==> config.mk <==
export PLATFORM = sky130hd
export DESIGN_NAME = mem_port_arbiter_flat
export DESIGN_NICKNAME = d
export VERILOG_FILES = /design/src/rtl/mem_port_arbiter_if.sv /design/src/rtl/mem_port_arbiter.sv /design/src/flat_wrapper.sv
export SDC_FILE = /design/constraint.sdc
export NUM_CORES = 1
export LEC_CHECK = 0
export ABC_AREA = 1
export CAP_MARGIN = 20
export CORE_MARGIN = 2
export CORE_UTILIZATION = 39
export DETAILED_ROUTE_END_ITERATION = 12
export GPL_TIMING_DRIVEN = 0
export MAX_ROUTING_LAYER = met4
export PLACE_DENSITY = 0.79
export RECOVER_POWER = 100
export SLEW_MARGIN = 20
export SYNTH_ARGS = -nofsm -noshare
export SYNTH_HDL_FRONTEND = slang
export SYNTH_SLANG_ARGS = --single-unit
==> constraint.sdc <==
create_clock -name clk -period 1.3 [get_ports clk]
set_input_delay 0.26 -clock clk [delete_from_list [all_inputs] [get_ports clk]]
set_output_delay 0.26 -clock clk [all_outputs]
set_load 0.02 [all_outputs]
==> src/rtl/mem_port_arbiter_if.sv <==
// Request/response bundle between the IF/MEM requesters and the memory-port arbiter.
// Latency: none, this is wiring only.
// Backpressure: none at this level; requesters hold a level request until their done pulse.
interface mem_port_arbiter_if #(
   parameter int DATA_WIDTH = 32
);
   // Requester side
   logic                  if_req;
   logic                  if_kill;
   logic                  d_req;
   logic                  d_we;
   // Memory side
   logic [DATA_WIDTH-1:0] mem_rdata;
   logic                  mem_sel;
   logic                  mem_req;
   logic                  mem_we;
   // Completion
   logic                  if_done;
   logic                  d_done;
   logic [DATA_WIDTH-1:0] rdata;

   // Requesters and the memory model drive the master side.
   modport master (
      output if_req, if_kill, d_req, d_we, mem_rdata,
      input  mem_sel, mem_req, mem_we, if_done, d_done, rdata
   );

   // The arbiter sits on the slave side.
   modport slave (
      input  if_req, if_kill, d_req, d_we, mem_rdata,
      output mem_sel, mem_req, mem_we, if_done, d_done, rdata
   );
endinterface

==> src/rtl/mem_port_arbiter.sv <==
// Shares one single-ported memory between instruction fetch and data access; data wins, fetch is starvation-guarded.
// Latency: request sampled in IDLE -> LATENCY ACCESS cycles -> done pulse one cycle later; one IDLE bubble between accesses.
// Backpressure: requests are levels held until done; a request not granted simply waits in IDLE, nothing is dropped.
module mem_port_arbiter #(
   parameter int DATA_WIDTH   = 32,
   parameter int LATENCY      = 2,
   parameter int STARVE_LIMIT = 4
) (
   input  logic               clk,
   input  logic               reset,
   mem_port_arbiter_if.slave  bus
);

   typedef enum logic [1:0] {
      ST_IDLE   = 2'd0,
      ST_ACCESS = 2'd1,
      ST_DONE   = 2'd2
   } state_t;

   // Counter reload value and starvation threshold, both held in 4-bit counters.
   localparam logic [3:0] LAT_INIT   = 4'(LATENCY - 1);
   localparam logic [3:0] STARVE_MAX = 4'(STARVE_LIMIT);

   state_t                state_q,      state_d;
   logic                  owner_q,      owner_d;      // 0 = fetch, 1 = data
   logic [3:0]            lat_cnt_q,    lat_cnt_d;
   logic [3:0]            starve_cnt_q, starve_cnt_d;
   logic                  kill_flag_q,  kill_flag_d;
   logic [DATA_WIDTH-1:0] rdata_q,      rdata_d;
   logic                  mem_req_q,    mem_req_d;
   logic                  mem_we_q,     mem_we_d;
   logic                  if_done_q,    if_done_d;
   logic                  d_done_q,     d_done_d;

   logic                  fetch_ok;
   logic                  grant_data;

   // A killed fetch is not a candidate; data wins unless fetch has waited out STARVE_LIMIT data grants.
   assign fetch_ok   = bus.if_req & ~bus.if_kill;
   assign grant_data = bus.d_req & ~(fetch_ok & (starve_cnt_q >= STARVE_MAX));

   // Next-state and next-output logic for the IDLE -> ACCESS -> DONE sequence.
   always_comb begin
      state_d      = state_q;
      owner_d      = owner_q;
      lat_cnt_d    = lat_cnt_q;
      starve_cnt_d = starve_cnt_q;
      kill_flag_d  = kill_flag_q;
      rdata_d      = rdata_q;
      mem_req_d    = 1'b0;
      mem_we_d     = 1'b0;
      if_done_d    = 1'b0;
      d_done_d     = 1'b0;

      unique case (state_q)
         ST_IDLE: begin
            kill_flag_d = 1'b0;
            if (bus.d_req || fetch_ok) begin
               // owner only moves here, so mem_sel is steady through ACCESS and DONE.
               owner_d   = grant_data;
               lat_cnt_d = LAT_INIT;
               state_d   = ST_ACCESS;
               mem_req_d = 1'b1;
               mem_we_d  = grant_data & bus.d_we;
               if (grant_data) begin
                  if (fetch_ok) begin
                     if (starve_cnt_q != 4'hF) begin
                        starve_cnt_d = starve_cnt_q + 4'd1;
                     end
                  end else if (!bus.if_req) begin
                     starve_cnt_d = 4'd0;
                  end
               end else begin
                  starve_cnt_d = 4'd0;
               end
            end
         end

         ST_ACCESS: begin
            // A flush during a fetch cannot abort the memory cycle, only its completion report.
            if (!owner_q && bus.if_kill) begin
               kill_flag_d = 1'b1;
            end
            if (lat_cnt_q == 4'd0) begin
               if (!(owner_q && bus.d_we)) begin
                  rdata_d = bus.mem_rdata;
               end
               state_d   = ST_DONE;
               if_done_d = ~owner_q & ~kill_flag_q & ~bus.if_kill;
               d_done_d  = owner_q;
            end else begin
               lat_cnt_d = lat_cnt_q - 4'd1;
               mem_req_d = 1'b1;
               mem_we_d  = owner_q & bus.d_we;
            end
         end

         ST_DONE: begin
            // The done pulse is already registered; a kill arriving now is too late to retract it,
            // so the flag is simply dropped as we return to IDLE.
            kill_flag_d = 1'b0;
            state_d     = ST_IDLE;
         end

         default: begin
            state_d = ST_IDLE;
         end
      endcase
   end

   // State and registered outputs; synchronous reset aborts any access without a done pulse.
   always_ff @(posedge clk) begin
      if (reset) begin
         state_q      <= ST_IDLE;
         owner_q      <= 1'b0;
         lat_cnt_q    <= 4'd0;
         starve_cnt_q <= 4'd0;
         kill_flag_q  <= 1'b0;
         rdata_q      <= '0;
         mem_req_q    <= 1'b0;
         mem_we_q     <= 1'b0;
         if_done_q    <= 1'b0;
         d_done_q     <= 1'b0;
      end else begin
         state_q      <= state_d;
         owner_q      <= owner_d;
         lat_cnt_q    <= lat_cnt_d;
         starve_cnt_q <= starve_cnt_d;
         kill_flag_q  <= kill_flag_d;
         rdata_q      <= rdata_d;
         mem_req_q    <= mem_req_d;
         mem_we_q     <= mem_we_d;
         if_done_q    <= if_done_d;
         d_done_q     <= d_done_d;
      end
   end

   assign bus.mem_sel = owner_q;
   assign bus.mem_req = mem_req_q;
   assign bus.mem_we  = mem_we_q;
   assign bus.if_done = if_done_q;
   assign bus.d_done  = d_done_q;
   assign bus.rdata   = rdata_q;

endmodule

==> src/flat_wrapper.sv <==
// flat-port wrapper written by rule: the top's interface ports become plain ports
module mem_port_arbiter_flat 
#(
   parameter int DATA_WIDTH   = 32,
   parameter int LATENCY      = 2,
   parameter int STARVE_LIMIT = 4
)
  (clk, reset, bus_if_req, bus_if_kill, bus_d_req, bus_d_we, bus_mem_rdata, bus_mem_sel, bus_mem_req, bus_mem_we, bus_if_done, bus_d_done, bus_rdata);
  mem_port_arbiter_if #(.DATA_WIDTH(DATA_WIDTH)) bus_i ();
  input  logic clk;
  input  logic reset;
  input wire logic [$bits(bus_i.if_req)-1:0] bus_if_req;
  input wire logic [$bits(bus_i.if_kill)-1:0] bus_if_kill;
  input wire logic [$bits(bus_i.d_req)-1:0] bus_d_req;
  input wire logic [$bits(bus_i.d_we)-1:0] bus_d_we;
  input wire logic [$bits(bus_i.mem_rdata)-1:0] bus_mem_rdata;
  output wire logic [$bits(bus_i.mem_sel)-1:0] bus_mem_sel;
  output wire logic [$bits(bus_i.mem_req)-1:0] bus_mem_req;
  output wire logic [$bits(bus_i.mem_we)-1:0] bus_mem_we;
  output wire logic [$bits(bus_i.if_done)-1:0] bus_if_done;
  output wire logic [$bits(bus_i.d_done)-1:0] bus_d_done;
  output wire logic [$bits(bus_i.rdata)-1:0] bus_rdata;
  assign bus_i.if_req = bus_if_req;
  assign bus_i.if_kill = bus_if_kill;
  assign bus_i.d_req = bus_d_req;
  assign bus_i.d_we = bus_d_we;
  assign bus_i.mem_rdata = bus_mem_rdata;
  assign bus_mem_sel = bus_i.mem_sel;
  assign bus_mem_req = bus_i.mem_req;
  assign bus_mem_we = bus_i.mem_we;
  assign bus_if_done = bus_i.if_done;
  assign bus_d_done = bus_i.d_done;
  assign bus_rdata = bus_i.rdata;
  mem_port_arbiter #(.DATA_WIDTH(DATA_WIDTH), .LATENCY(LATENCY), .STARVE_LIMIT(STARVE_LIMIT)) u_core (.clk(clk), .reset(reset), .bus(bus_i));
endmodule
==> results of run 1 <==
## registers in the layout (all words and copies together), names as in the netlist
signal,cells
u_core.bus.rdata,32
u_core.bus.mem_we,1
u_core.bus.mem_req,1
u_core.kill_flag_q,1
u_core.bus.mem_sel,1
u_core.state_q,2
u_core.bus.if_done,1
u_core.bus.d_done,1
u_core.lat_cnt_q,4
u_core.starve_cnt_q,4
## per-stage QoR
step | setup TNS (ns) | power, W | worst slack (ns)
6_report | -0.129 | 0.00438 | -0.0260
2_1_floorplan | 0 | 0.00252 | 0.0466
3_3_place_gp | -8.40 | 0.00306 | -0.279
3_5_place_dp | -8.51 | 0.00308 | -0.311
4_1_cts | 0 | 0.00414 | 0.00862
5_1_grt | -1.91 | 0.00465 | -0.0840
## logic make-up (layout without fill, tap and decap cells)
family,count (synthesis),after routing
AO/OA/AOI/OAI,42,42
adder cells (fa/ha/maj),3,3
buffers and inverters,28,118
flip-flops,48,48
AND/OR/NAND/NOR,118,118
## layer usage
metal	GRT usage	up-vias	wire length [um]
li1	-	933	-
met1	0.209	795	1940
met2	0.269	57	2210
met3	0.0480	7	264
met4	0.0424	0	60
met5	-	-	0
## worst max-delay path, stage by stage, from the launching register on
cell       delay [ns]
dfxtp_2          0.34
inv_2            0.07
ha_4             0.16
nand2_8          0.07
nor2_8           0.19
buf_6            0.15
clkbuf_16        0.13
o21ai_0          0.06
nor2_1           0.09
## worst paths after layout
| path | start | end | cells past startpoint |
|---|---|---|---|
| worst max-delay path | u_core.lat_cnt_q[1] | u_core.bus.rdata[3] | 8 |
| worst min-delay path | reset | u_core.state_q[0] | 2 |
| worst max register to register | u_core.lat_cnt_q[1] | u_core.bus.rdata[3] | 8 |
| worst min register to register | u_core.starve_cnt_q[3] | u_core.starve_cnt_q[3] | 2 |
## power by group through the flow
stage               Combinational [W]  Clock (W)  Sequential (W)
floorplan                    0.000522          0         0.00200
CTS                           0.00118    0.00118         0.00178
finish                        0.00144    0.00115         0.00179
global route                  0.00158    0.00125         0.00182
detailed placement            0.00126          0         0.00181
global placement              0.00125          0         0.00181
## timing repair
item / 4_1_cts / 5_1_grt
cloned: 0 / 3
gates resized for setup: 48 / 50
endpoints found under the setup margin: 70 / 41
hold buffers: 0 / 0
pin swaps: 1 / 10
buffers inserted: 0 / 6
## cells in the final DEF (no fill, tap or decap), drive strengths merged
master         count
a21oi              6
nand3b             2
nand2             21
clkinv             1
nand4              2
clkdlybuf4s50     35
o21ai             34
clkbuf            13
dfxtp             48
dlymetal6s2s       1
o211ai             1
inv               17
bufinv             1
nand3              8
o21bai             1
nor2              84
dlygate4sd2       36
nor3               1
ha                 3
clkdlybuf4s15      1
buf               13
## layout make-up
class,count,area share
buffer,10,0.0336
clock buffer,7,0.0312
clock inverter,1,0.00972
inverter,18,0.0251
multi-input combinational,163,0.302
sequential,48,0.313
tap,54,0.0219
timing repair buffer,82,0.263
==> summary.md, run 1 <==
| Metric | Value |
|---|---|
| Max Clk Rate | `~750 MHz` |
| IO Pins | `75` |
| Top post-synthesis cells by count | `nor2_1, dfxtp_1, nand2_1, o21ai_0` |
| Tmin final | `1.33 ns` |
| Worst-Skew Late Latency | `a little under 0.3 ns` |
| PwrDens | `1420 nW/um^2` |
| Most frequent cell after synthesis | `nor2_1` |
| Post-synthesis compound-gate area fraction | `0.114` |
| Crit end category | `flip-flop` |
| Final hold vios | `0` |
| Flop pwr share | `0.408` |
| Slew HR | `0.749` |
| Drt drc | `0` |
| Post-Route WL | `4480 um` |
| Die height | `73.6 um` |
| Adder-Cell Fraction of Synth Area | `0.0199` |
| Failing checks | `negative setup slack` |
| Util after Layout | `0.658` |
| Clk slew on worst S/H paths | `0.09 ns` |
| CTS Root Buffer Type | `clkbuf_8` |
| Setup ws final | `-0.0260 ns` |
| Cell row count | `25` |
| Antenna diode count | `0` |
| Status | `finished with violations` |
| RSZ-0062 raised after global routing | `yes` |
| WL per Instance | `11.7 um` |
| Synth area leaders | `dfxtp_1, nor2_1, o21ai_0` |
| Final Skew | `0.00915 ns` |
| Synth Area in Simple Gates | `0.276` |
| Main synth FF type | `dfxtp_1` |
| Static leakage | `1.46 nW` |
| Starting Density | `0.403` |
| WP data arrival | `1.56 ns` |
| Fillers | `around 400` |
| DP Cell Count | `between 300 and 400` |
| CTS H-tree lvls | `2` |
| Setup Viol. Count Final | `10` |
| Post-synth top area share | `0.509` |
| Share of layout cells above drive strength 1 | `0.201` |
| Largest family of logic cells by synthesized area | `simple AND/OR/NAND/NOR gates` |
| Final Wtd Congestion | `0.847` |
| Drt initial violations | `between 100 and 150` |
| Crit path max fanout | `5` |
| Vias/cell | `4.68` |
| Sw frac | `0.313` |
| Initial antenna violation count | `0` |
| HPWL after DPL | `roughly 3000 um` |
| Syn Std Cell Area | `1890 um^2` |
| Syn Nets | `280` |
| CTS tree | `built` |
| Yosys reg bits | `between 40 and 50` |
| Port Buffers | `73` |
| FF-to-FF setup slack | `-0.03 ns` |
| Vias | `1792` |
| Post-synth EDFFs | `0` |
| Internal power | `0.00301 W` |
| NetSw | `0.00137 W` |
| Area grow syn2layout | `63.4%` |
| Multi-input logic area | `932 um^2` |
| Final nets | `369` |
| Mux contribution to synthesized area | `0` |
| Critical Path Source Type | `flip-flop` |
| Mapped Avg Cell Area | `slightly below 8 um^2` |
| Die W | `approximately 74 um` |
| Peak supply drop | `approximately 700 uV` |
| YS warnings | `0` |
| Largest net degree at the start of global routing | `15` |
| Die area | `5420 um^2` |
| Placed Area | `2690 um^2` |
| Share of flip-flops with an asynchronous set or reset | `0` |
| Worst-Margin Slew | `0.376 ns` |
| Final non-filler cell total | `383` |
| Clock network power share | `0.262` |
| Syn Inst Count | `between 200 and 250` |
| Fin crit share | `1.02` |
| Register area | `967 um^2` |
| Total CTS buffers | `5` |
| Gr usage total | `0.168` |
| CTS max path bufs | `2` |
| Core ar. | `4690 um^2` |
| Worst hold path type | `in -> reg` |
| Total gr overflow | `0` |
| Critical path class | `reg -> reg` |
| Design area | `roughly 3000 um^2` |
| Max Cap Viol | `0` |
| Clock Sinks | `48` |
| Cell variety after synth | `24` |
| DRT Pass-1 Iters | `4` |
| Synth Area in XOR/XNOR | `0` |
| Max Slew Vio Count | `0` |
| Post-synthesis sequential area ratio | `0.509` |
| Worst path required time | `1.53 ns` |
| Logic pwr share | `0.330` |
| DRT antenna net count | `0` |
| Post-synth top area cell | `dfxtp_1` |
| Vias in the first global route | `1561` |
| Hold_ws | `0.236 ns` |
| First-pass GRT wire length | `a little under 7000 um` |
(Power assumes the default switching activity.)
==> run 2, diff against run 1 <==
--- a/config.mk
+++ b/config.mk
@@ -11,7 +11,6 @@
 export CORE_UTILIZATION = 39
 export DETAILED_ROUTE_END_ITERATION = 12
 export GPL_TIMING_DRIVEN = 0
-export MAX_ROUTING_LAYER = met4
 export PLACE_DENSITY = 0.79
 export RECOVER_POWER = 100
 export SLEW_MARGIN = 20
==> summary.md, run 2 (synthesis gave the netlist of run 1 again) <==
| Metric | Value |
|---|---|
| Status | `finished with violations` |
| Failing checks | `negative setup slack` |
| Worst hold path startpoint | `reset` |
| Antenna diode count | `0 (unchanged)` |
| Max Cap Viol | `0 (unchanged)` |
| Util after Layout | `0.658 (unchanged)` |
| IO Pins | `75 (unchanged)` |
| Worst-Skew Late Latency | `0.29 ns (about the same)` |
| Max Clk Rate | `754 MHz (unchanged)` |
| Fin crit share | `1.02 (unchanged)` |
| Tmin final | `1.33 ns (unchanged)` |
| CTS tree | `built` |
| Final Wtd Congestion | `0.835 (-1.5%)` |
| WP data arrival | `1.56 ns (about the same)` |
| Met2 WL | `2210 um (-0.14%)` |
| Die W | `73.6 um (unchanged)` |
| Register-to-Register Path Depth | `8 (unchanged)` |
| Worst path required time | `1.53 ns (about the same)` |
| Initial antenna violation count | `0 (unchanged)` |
| RSZ-0062 raised after global routing | `yes` |
| DRT Pass-1 Iters | `4 (unchanged)` |
| Total CTS buffers | `5 (unchanged)` |
| WHS Endpoint | `u_core.state_q[0]` |
| Worst R2R Start | `u_core.lat_cnt_q[1]` |
| Final nets | `369 (unchanged)` |
| Core ar. | `4690 um^2 (unchanged)` |
| PwrDens | `1420 nW/um^2 (about the same)` |
| Final hold vios | `0 (unchanged)` |
| Max reg flops | `32 (unchanged)` |
| Hold path cells | `2 (unchanged)` |
| Final Skew | `0.00915 ns (unchanged)` |
| Peak supply drop | `704 uV (about the same)` |
| Area grow syn2layout | `63.4% (unchanged)` |
| Crit path max fanout | `5 (unchanged)` |
| Largest net degree at the start of global routing | `15 (unchanged)` |
| Clk slew on worst S/H paths | `0.09 ns (about the same)` |
| Total gr overflow | `0 (unchanged)` |
| CTS Root Buffer Type | `clkbuf_8` |
| Die height | `73.6 um (unchanged)` |
| HPWL after DPL | `2990 um (unchanged)` |
| Slew HR | `0.749 (unchanged)` |
| Placed Area | `2690 um^2 (unchanged)` |
| Die area | `5420 um^2 (unchanged)` |
| Commonest cells after routing, fill and taps aside | `nor2_1, dfxtp_1, dlygate4sd2_1` |
| Top sig layer | `met4` |
| Max Slew Vio Count | `0 (unchanged)` |
| WL per Instance | `11.7 um (about the same)` |
| Hold Buf Count CTS | `0 (unchanged)` |
| CTS H-tree lvls | `2 (unchanged)` |
| Setup Viol. Count Final | `10 (unchanged)` |
| DR WL met3 | `270 um (+2.3%)` |
| Setup ws final | `-0.0260 ns (unchanged)` |
| Drt initial violations | `105 (+0.96%)` |
| Critical path class | `reg -> reg` |
| Vias/cell | `4.68 (about the same)` |
| Drt drc | `0 (unchanged)` |
| Final non-filler cell total | `383 (unchanged)` |
| Total negative setup slack | `-0.129 ns (unchanged)` |
| M1 WL | `1940 um (-0.36%)` |
| Worst-Margin Slew | `0.376 ns (unchanged)` |
| CTS max path bufs | `2 (unchanged)` |
| R2R Path End | `u_core.bus.rdata[3]` |
| First-pass GRT wire length | `6930 um (unchanged)` |
| Share of layout cells above drive strength 1 | `0.201 (unchanged)` |
| DRT antenna net count | `0 (unchanged)` |
| Worst hold path type | `in -> reg` |
| Starting Density | `0.403 (unchanged)` |
| Vias | `1791 (-0.056%)` |
| Commonest non-fill, non-tap cell in the layout | `nor2_1` |
| Total power | `0.00438 W (about the same)` |
| Cell row count | `25 (unchanged)` |
| DP Cell Count | `366 (unchanged)` |
| Gr usage total | `0.163 (-0.00474)` |
| Design area | `3090 um^2 (unchanged)` |
| Vias in the first global route | `1561 (unchanged)` |
| Static leakage | `1.46 nW (unchanged)` |
| Crit end category | `flip-flop` |
| Port Buffers | `73 (unchanged)` |
| Post-Route WL | `4480 um (about the same)` |
| FF-to-FF setup slack | `-0.03 ns (about the same)` |
| Clock Sinks | `48 (unchanged)` |
| Critical Path Source Type | `flip-flop` |
==> run 2: cell counts in the layout (fill, tap and decap cells not counted) <==
Identical to the previous run, type by type.
==> run 2: final cells by class <==
cell class | instances | area, um^2
fill | 399 | 1600
sequential | 48 | 967
multi-input combinational | 163 | 932
timing repair buffer | 82 | 813
buffer | 10 | 104
clock buffer | 7 | 96.3
inverter | 18 | 77.6
tap | 54 | 67.6
clock inverter | 1 | 30.0
==> run 2: critical path: stages (launching register included) <==
cell       delay [ns]
dfxtp_2          0.34
inv_2            0.07
ha_4             0.16
nand2_8          0.07
nor2_8           0.19
buf_6            0.15
clkbuf_16        0.13
o21ai_0          0.06
nor2_1           0.09
==> run 2: power by group <==
part | leakage [nW] | total [W] | switching, W | internal, W
clock network | 0.0645 | 0.00115 | 0.000469 | 0.000679
registers | 0.394 | 0.00179 | 0.000114 | 0.00167
logic | 0.999 | 0.00144 | 0.000790 | 0.000654
total | 1.46 | 0.00438 | 0.00137 | 0.00301
==> run 2: how the worst max path moves through the flow <==
stage                        start              endpoint  slack (ns)  cells after the start
6_report       u_core.lat_cnt_q[1]   u_core.bus.rdata[3]       -0.03                      8
5_1_grt        u_core.lat_cnt_q[1]   u_core.bus.rdata[1]       -0.08                      8
4_1_cts        u_core.lat_cnt_q[0]  u_core.bus.rdata[15]       0.009                      8
3_5_place_dp           bus_if_kill   u_core.lat_cnt_q[3]       -0.31                      9
3_3_place_gp           bus_if_kill   u_core.lat_cnt_q[2]       -0.28                      9
2_1_floorplan  u_core.lat_cnt_q[0]  u_core.bus.rdata[20]        0.05                      8
==> run 2: routing by layer <==
metal  global-route usage  vias to the layer above
li1                     -                      933
met1                0.208                      794
met2                0.269                       57
met3               0.0494                        7
met4               0.0424                        0
met5                    0                        -
==> run 2: stage by stage <==
step | hold slack (ns) | setup WS, ns
CTS | 0.224 | 0.00862
global route | 0.241 | -0.0840
finish | 0.236 | -0.0260
floorplan | 0.388 | 0.0466
global placement | 0.430 | -0.279
detailed placement | 0.431 | -0.311
==> run 2: timing repair <==
| item | CTS | global route |
|---|---|---|
| endpoints found under the setup margin | 70 | 41 |
| pin swaps | 1 | 10 |
| setup buffers | 0 | 6 |
| gates resized for setup | 48 | 50 |
| gates cloned | 0 | 3 |
| hold endpoints to repair | 0 | 0 |
==> run 3, diff against run 2 <==
==> constraint.sdc (replaced) <==
create_clock -name clk -period 1.09 [get_ports clk]
set_input_delay 0.218 -clock clk [delete_from_list [all_inputs] [get_ports clk]]
set_output_delay 0.218 -clock clk [all_outputs]
set_load 0.02 [all_outputs]
==> summary.md, run 3 (synthesis gave the netlist of run 1 again) <==
| Metric | Value |
|---|---|
| CTS tree | `built` |
| Slew HR | `0.722 (-0.0273)` |
| Port Buffers | `73 (unchanged)` |
| Clk slew on worst S/H paths | `0.08 ns (about the same)` |
| Commonest non-fill, non-tap cell in the layout | `nor2_1` |
| DRT Pass-1 Iters | `4 (unchanged)` |
| Commonest cells after routing, fill and taps aside | `nor2_1, dfxtp_1, clkbuf_2` |
| Final hold vios | `0 (unchanged)` |
| Worst path required time | `1.29 ns (-0.24 ns)` |
| Die area | `5420 um^2 (unchanged)` |
| Largest net degree at the start of global routing | `14 (-1)` |
| Worst path slowest cell | `dfxtp_1` |
| Core ar. | `4690 um^2 (unchanged)` |
| Die height | `73.6 um (unchanged)` |
| Crit end category | `flip-flop` |
| Hold Buf Count CTS | `0 (unchanged)` |
| Post-Route WL | `4810 um (+7.5%)` |
| Total gr overflow | `0 (unchanged)` |
| Placed Area | `2710 um^2 (+0.88%)` |
| Final Wtd Congestion | `0.832 (-0.36%)` |
| First-pass GRT wire length | `7330 um (+5.8%)` |
| Static leakage | `1.32 nW (-9.6%)` |
| DP Cell Count | `366 (unchanged)` |
| PwrDens | `1730 nW/um^2 (+22%)` |
| Max Slew Vio Count | `0 (unchanged)` |
| Area grow syn2layout | `53.5%` |
| Worst-Margin Slew | `0.414 ns (+0.0377 ns)` |
| Cell Chain, Critical Path | `nor2_2 > nand2_4 > nor2_8 > inv_6 > buf_6 > nor2_2 > nor2_1` |
| Share of layout cells above drive strength 1 | `0.372 (+0.171)` |
| WP data arrival | `1.47 ns (-0.09 ns)` |
| Starting Density | `0.403 (unchanged)` |
| Dpl ws | `-0.495 ns (-0.184 ns)` |
| Drt drc | `0 (unchanged)` |
| RSZ-0062 raised after global routing | `yes` |
| Antenna diode count | `0 (unchanged)` |
| Cell row count | `25 (unchanged)` |
| Total negative setup slack | `-6.37 ns (-6.24 ns)` |
| CTS max path bufs | `2 (unchanged)` |
| Vias | `1840 (+2.7%)` |
| Max reg flops | `32 (unchanged)` |
| Vias in the first global route | `1693 (+8.5%)` |
| Vias/cell | `4.82 (+3.0%)` |
| Peak supply drop | `702 uV (-0.20%)` |
| Tmin final | `1.27 ns (-0.0535 ns)` |
| Setup Viol. Count Final | `47 (+37)` |
| Status | `finished with violations` |
| CTS H-tree lvls | `2 (unchanged)` |
| FF-to-FF setup slack | `-0.18 ns (-0.16 ns)` |
| CP peak stage delay | `0.36 ns (+0.02 ns)` |
| Final Skew | `0.00420 ns (-0.00495 ns)` |
| Failing checks | `negative setup slack` |
| Hold path cells | `2 (unchanged)` |
| CP dominant cell by count | `nor2_2` |
| Fin crit share | `1.17 (+0.147)` |
| Critical path class | `reg -> reg` |
| Max Cap Viol | `0 (unchanged)` |
| Design area | `2900 um^2 (-6.1%)` |
| Gr usage total | `0.172 (+0.00860)` |
| DRT antenna net count | `0 (unchanged)` |
| Die W | `73.6 um (unchanged)` |
| WL per Instance | `12.6 um (+7.8%)` |
| Drt initial violations | `67 (-36%)` |
| CTS Root Buffer Type | `clkbuf_8` |
| Crit path max fanout | `10 (+5)` |
| IO Pins | `75 (unchanged)` |
| Setup ws final | `-0.183 ns (-0.157 ns)` |
| Register-to-Register Path Depth | `7 (-1)` |
| Total CTS buffers | `5 (unchanged)` |
| HPWL after DPL | `3030 um (+1.3%)` |
| Hold_ws | `0.235 ns (-0.000879 ns)` |
| Final nets | `369 (unchanged)` |
| Clock Sinks | `48 (unchanged)` |
| Initial antenna violation count | `0 (unchanged)` |
| Final non-filler cell total | `382 (-0.26%)` |
| Worst-Skew Late Latency | `0.30 ns (about the same)` |
| Critical Path Source Type | `flip-flop` |
| Max Clk Rate | `786 MHz (+4.2%)` |
| Worst hold path type | `in -> reg` |
==> run 3: cell types whose count changed in the layout (fill, tap and decap cells not counted), moves of 4 or more <==
cell	previous run	this run
dlygate4sd2_1	36	2
nand3_2	0	4
nor2_2	9	26
buf_6	3	7
nand3_1	8	4
nor2_1	58	52
nor2_4	15	4
clkbuf_2	0	35
nand2_1	17	11
==> run 3: metal layers <==
metal,GRT usage,part of all wire,up-vias
met5,0,0,-
met4,0.0707,0.022,0
li1,-,-,935
met1,0.203,0.43,834
met3,0.0439,0.058,11
met2,0.295,0.48,60
==> run 3: critical path: cells and delay by family (launching register included) <==
family,cells,cell delay (ns)
buffers and inverters,2,0.22
DFF,1,0.36
and+or+nand+nor,5,0.59
==> run 3: per-stage QoR <==
step	total power, W	util
2_1_floorplan	0.00305	-
3_3_place_gp	0.00368	0.578
3_5_place_dp	0.00371	0.578
4_1_cts	0.00487	0.595
5_1_grt	0.00528	0.618
6_report	0.00501	0.618
==> run 3: timing repair <==
action,in CTS,in global routing
pin swaps,9,9
setup buffers,8,1
resized for setup,178,42
endpoints found under the setup margin,80,51
==> run 3: path summary, 6_finish.rpt <==
| path | start | end |
|---|---|---|
| hold reg to reg | u_core.starve_cnt_q[3] | u_core.starve_cnt_q[3] |
| setup / recovery | u_core.lat_cnt_q[2] | u_core.bus.rdata[1] |
| hold / removal | reset | u_core.state_q[0] |
| setup reg to reg | u_core.lat_cnt_q[2] | u_core.bus.rdata[1] |
==> run 3: power by group <==
group / internal [W] / switching, W
clock network: 0.000566 / 0.000573
registers: 0.00200 / 0.000144
logic: 0.000728 / 0.00101
==> run 3: area by class of cell <==
type                       count  area [um^2]
sequential                    48          970
clock buffer                   7         96.3
tap                           54         67.6
fill                         424         1790
multi-input combinational    163          963
inverter                      18         80.1
timing repair buffer          82          627
buffer                        10         96.3
